## config.mk

```make
export PLATFORM = sky130hd
export DESIGN_NAME = imem_dmem_arbiter
export DESIGN_NICKNAME = d
export VERILOG_FILES = /design/src/rtl/imem_dmem_arbiter_pkg.sv /design/src/rtl/imem_dmem_arbiter_starve_ctr.sv /design/src/rtl/imem_dmem_arbiter.sv
export SDC_FILE = /design/constraint.sdc
export NUM_CORES = 1
export LEC_CHECK = 0
export BUFFER_PORTS_ARGS = -buffer_cell sky130_fd_sc_hd__buf_2
export CAP_MARGIN = 30
export CORE_AREA = 3 3 106 108
export DETAILED_ROUTE_END_ITERATION = 16
export DIE_AREA = 0 0 109 111
export GPL_TIMING_DRIVEN = 0
export PLACE_DENSITY = 0.46
export SLEW_MARGIN = 20
export SYNTH_ARGS = -nofsm -noshare
export SYNTH_HDL_FRONTEND = slang
export SYNTH_SLANG_ARGS = --single-unit
```

## constraint.sdc

```tcl
create_clock -name clk -period 2.9 [get_ports clk]
set_clock_uncertainty 0.2 [all_clocks]
set_input_delay 0.29 -clock clk [delete_from_list [all_inputs] [get_ports clk]]
set_output_delay 0.29 -clock clk [all_outputs]
set_load 0.02 [all_outputs]
```

## src/rtl/imem_dmem_arbiter_pkg.sv

```systemverilog
// Shared types and defaults for the instruction/data memory arbiter.
// The starvation guard is enabled by defining ARB_STARVE_GUARD_EN.
package imem_dmem_arbiter_pkg;

  localparam int WORD_WIDTH               = 32;
  localparam int ARB_STARVE_LIMIT_DEFAULT = 4;
  localparam int STARVE_CNT_W             = 4;

  typedef enum logic [1:0] {
    OWNER_NONE = 2'd0,
    OWNER_I    = 2'd1,
    OWNER_D    = 2'd2
  } owner_e;

  // Byte address to zero-extended word address.
  function automatic logic [WORD_WIDTH-1:0] word_addr(
    input logic [WORD_WIDTH-1:0] byte_addr
  );
    return {2'b00, byte_addr[WORD_WIDTH-1:2]};
  endfunction

endpackage

```

## src/rtl/imem_dmem_arbiter_starve_ctr.sv

```systemverilog
// Saturating count of cycles fetch waits while requesting.
// Only instantiated when ARB_STARVE_GUARD_EN is defined.
module arb_starve_ctr
  import imem_dmem_arbiter_pkg::*;
#(
  parameter int LIMIT = ARB_STARVE_LIMIT_DEFAULT
) (
  input  logic clk,
  input  logic rst,
  input  logic i_req,
  input  logic i_gnt,
  output logic o_at_limit
);

  localparam logic [STARVE_CNT_W-1:0] LIM = STARVE_CNT_W'(LIMIT);

  logic [STARVE_CNT_W-1:0] r_cnt;

  always_ff @(posedge clk or posedge rst) begin
    if (rst) begin
      r_cnt <= '0;
    end else if (!i_req || i_gnt) begin
      r_cnt <= '0;
    end else if (r_cnt != LIM) begin
      r_cnt <= r_cnt + 1'b1;
    end
  end

  assign o_at_limit = (r_cnt == LIM);

endmodule

```

## src/rtl/imem_dmem_arbiter.sv

```systemverilog
// Single-port memory arbiter: data side has priority, fetch optionally
// protected from starvation when ARB_STARVE_GUARD_EN is defined.
module imem_dmem_arbiter
  import imem_dmem_arbiter_pkg::*;
#(
  parameter int W            = WORD_WIDTH,
  parameter int STARVE_LIMIT = ARB_STARVE_LIMIT_DEFAULT
) (
  input  logic         clk,
  input  logic         rst,
  input  logic         i_req,
  input  logic [W-1:0] i_addr,
  output logic         i_gnt,
  output logic         i_rvalid,
  output logic [W-1:0] i_rdata,
  input  logic         d_req,
  input  logic         d_we,
  input  logic [3:0]   d_be,
  input  logic [W-1:0] d_addr,
  input  logic [W-1:0] d_wdata,
  output logic         d_gnt,
  output logic         d_rvalid,
  output logic [W-1:0] d_rdata,
`ifdef ARB_STARVE_GUARD_EN
  output logic         starve_hit,
`endif
  output logic         mem_en,
  output logic         mem_we,
  output logic [3:0]   mem_be,
  output logic [W-1:0] mem_addr,
  output logic [W-1:0] mem_wdata,
  input  logic [W-1:0] mem_rdata
);

  logic   w_force_i;
  logic   w_gnt_i;
  logic   w_gnt_d;
  owner_e r_owner;

`ifdef ARB_STARVE_GUARD_EN
  logic w_at_limit;

  arb_starve_ctr #(
    .LIMIT (STARVE_LIMIT)
  ) u_starve_ctr (
    .clk        (clk),
    .rst        (rst),
    .i_req      (i_req),
    .i_gnt      (w_gnt_i),
    .o_at_limit (w_at_limit)
  );

  assign w_force_i  = w_at_limit & i_req & d_req;
  assign starve_hit = w_force_i & ~rst;
`else
  assign w_force_i = 1'b0;
`endif

  // Grants are held low while reset is asserted.
  assign w_gnt_d = ~rst & d_req & ~w_force_i;
  assign w_gnt_i = ~rst & i_req & (~d_req | w_force_i);

  assign i_gnt  = w_gnt_i;
  assign d_gnt  = w_gnt_d;
  assign mem_en = w_gnt_i | w_gnt_d;

  always_comb begin
    mem_we    = 1'b0;
    mem_be    = 4'hF;
    mem_addr  = '0;
    mem_wdata = d_wdata;
    unique case (1'b1)
      w_gnt_d: begin
        mem_we   = d_we;
        mem_be   = d_be;
        mem_addr = W'(word_addr(WORD_WIDTH'(d_addr)));
      end
      w_gnt_i: begin
        mem_addr = W'(word_addr(WORD_WIDTH'(i_addr)));
      end
      default: ;
    endcase
  end

  // Stores complete on grant, so only reads claim the response slot.
  always_ff @(posedge clk or posedge rst) begin
    if (rst) begin
      r_owner <= OWNER_NONE;
    end else if (w_gnt_d && !d_we) begin
      r_owner <= OWNER_D;
    end else if (w_gnt_i) begin
      r_owner <= OWNER_I;
    end else begin
      r_owner <= OWNER_NONE;
    end
  end

  assign i_rvalid = (r_owner == OWNER_I);
  assign d_rvalid = (r_owner == OWNER_D);
  assign i_rdata  = mem_rdata;
  assign d_rdata  = mem_rdata;

endmodule

```

==> key figures <==
CTS
  • Post-CTS Repair Setup Buffers: 0
  • Worst-path clk slew: 0.03 ns
  • Clk buf depth: 2
  • Clock sink total: 2
  • H-tree levels: 1
  • Root Buffer: clkbuf_8
  • CTS tree: built
  • CTS buffer count: 3

Setup path
  • CP Class: in -> out
  • Largest delay share family, worst path: buffers and inverters
  • CP required: 2.41 ns
  • Buf/Inv on CP: 5
  • Worst Setup End Kind: output port
  • Critical Path Slowest Stage Cell: dlygate4sd3_1
  • Max FO, Critical Path: 10
  • Most used cell, CP: buf_2
  • Worst path arrival time: 1.85 ns
  • Worst-path cell chain: dlygate4sd3_1, buf_2, nor2b_1, buf_2, buf_4, a32o_1, buf_2
  • Setup crit start kind: input pin
  • CP peak stage delay: 0.54 ns

Timing
  • Max-slew headroom: 62.6%
  • RSZ-0062 raised after global routing: false
  • Max Clock Freq: 428 MHz
  • Post-layout minimum cycle time: 2.34 ns
  • Fin. Hold Viols: 0
  • Final period util: 80.6%
  • Worst slew pin tran: 0.561 ns
  • Setup TNS: 0 ns
  • Final setup fails: 0
  • Slew Limit Fails: 0

Cells and area
  • Largest reg by FF count: r_owner
  • Layout cells sized above 1: 85.3%
  • Most frequent cells in the layout: buf_2 (206), buf_4 (101), a32o_1 (30)
  • Leading cell type in the layout, fill and taps excluded: buf_2
  • Top flop regs: r_owner x2
  • Max FFs per register: 2
  • Ant diodes: 0
  • Final net count: 506
  • Fin util: 24.2%
  • Layout area overhead: 99.2%

Synth
  • Synth Register Bits: 2
  • Top post-synthesis cells by area: buf_4 (60%), a32o_1 (24%), dfrtp_1 (4.0%), buf_6 (2.7%), nand2b_1 (2.0%)
  • Area leader, netlist: buf_4
  • Gate Count Post-Synth: 158
  • Count of cell types in the netlist: 14
  • Synthesis Warnings: 0
  • Area share of the largest cell type after synthesis: 60.4%
  • Post-synthesis area per instance: 7.95 µm²
  • Sequential area share after synthesis: 3.98%
  • Synthesized area: 0.00126 mm²

Power and ir drop
  • Sw Share: 43.4%
  • Comb pwr share: 76.1%
  • Int Pwr: 329 µW
  • LEAKAGE: 0.00152 µW
  • Pwr dens: 232 mW/mm²
  • Worst VDD drop: 0.0000756 V
  • Clock power share: 18.8%
  • Sequential Power Share: 5.1%
  • Sw power: 252 µW

Drt
  • Met1 Wirelength: 1730 µm
  • Iteration count of the initial detailed-routing pass: 4
  • Met2 wire length: 3150 µm
  • Post-route ant nets: 0
  • Wire length per cell: 11.2 µm
  • Residual DRC: 0
  • Vias per inst: 3.55
  • Initial DRC Count: 38
  • Metal3 WL: 715 µm
  • Routed WL: 5620 µm
  • Via count: 1785
  • Max layer used: met4

Place
  • RD Place Congestion: 0.739
  • IO Port Bufs: 204
  • Post-DP HPWL: 5090 µm

Global route
  • Vias in the first global route: 1677
  • First-pass GRT wire length: 7480 µm
  • Initial antenna violation count: 0
  • Total gr overflow: 0
  • Largest net degree at the start of global routing: 11
  • GRT Total Usage: 7.53%

Die
  • Number of I/O pins: 275
  • Die Y: 111 µm
  • Rows: 37
  • Core area: 0.0103 mm²
  • Die area: 0.0121 mm²
  • Starting density of the core: 12.2%
  • DIE WIDTH: 109 µm

Flow run
  • Max_cap viols: 0

Worst hold path
  • Min-delay worst type: in -> reg

Outcome
  • Outcome: completed
-- cell usage after synthesis (all sizes together) --
cell type	instances
inv	2
conb	1
and2	3
dfrtp	2
buf	108
nor3	1
nor2b	4
a32o	30
clkbuf	1
nor2	2
nand2b	4
-- power groups by stage --
| stage | logic, µW | clock network [µW] | registers, µW |
|---|---|---|---|
| 2_1_floorplan | 294 | 0 | 29.8 |
| 5_1_grt | 472 | 116 | 29.8 |
| 4_1_cts | 447 | 115 | 29.6 |
| 3_5_place_dp | 445 | 0 | 29.9 |
| 3_3_place_gp | 445 | 0 | 29.9 |
| 6_report | 442 | 109 | 29.6 |
-- through the flow --
step           area, µm²  instances  worst slack (ns)  hold slack, ns  total power, µW
6_report            2500        503             0.563          0.0463              581
5_1_grt             2500        503             0.435          0.0559              618
4_1_cts             2500        503             0.527          0.0447              592
3_5_place_dp        2450        499             0.859        -0.00761              475
3_3_place_gp        2450        499             0.867         -0.0148              475
2_1_floorplan       1260        159              1.41          -0.169              323
-- final timing paths --
path,slack (ns),from,end,cells past startpoint
setup / recovery,0.56,rst,mem_addr[27],7
hold / removal,0.05,d_we,r_owner[1],2
max in group asynchronous,2.06,rst,r_owner[1],3
min in group asynchronous,0.34,rst,r_owner[0],3
-- final cells by class --
| class | instances | area, µm² |
|---|---|---|
| timing repair buffer | 205 | 1030 |
| tap | 136 | 170 |
| fill | 1150 | 7820 |
| multi-input combinational | 46 | 389 |
| buffer | 109 | 813 |
| sequential | 2 | 50.0 |
| clock buffer | 3 | 41.3 |
| inverter | 2 | 7.51 |
-- layer usage --
layer,vias to the layer above,track usage (%)
met2,149,16.3
met5,-,0
met3,2,0.990
met4,0,2.02
met1,764,6.87
li1,870,-
-- kinds of logic after synthesis --
group,Yosys count,synth area share [%]
AOI/OAI and AO/OA,30,23.9
buffers and inverters,111,65.3
DFF,2,3.98
other,1,0.299
and+or+nand+nor,14,6.47
-- what timing repair did --
item                      4_1_cts  5_1_grt
hold buffers                    1        0
hold endpoints to repair        2        0
gates resized for setup         0        0
Note: power is estimated with default switching activity, not from simulation.
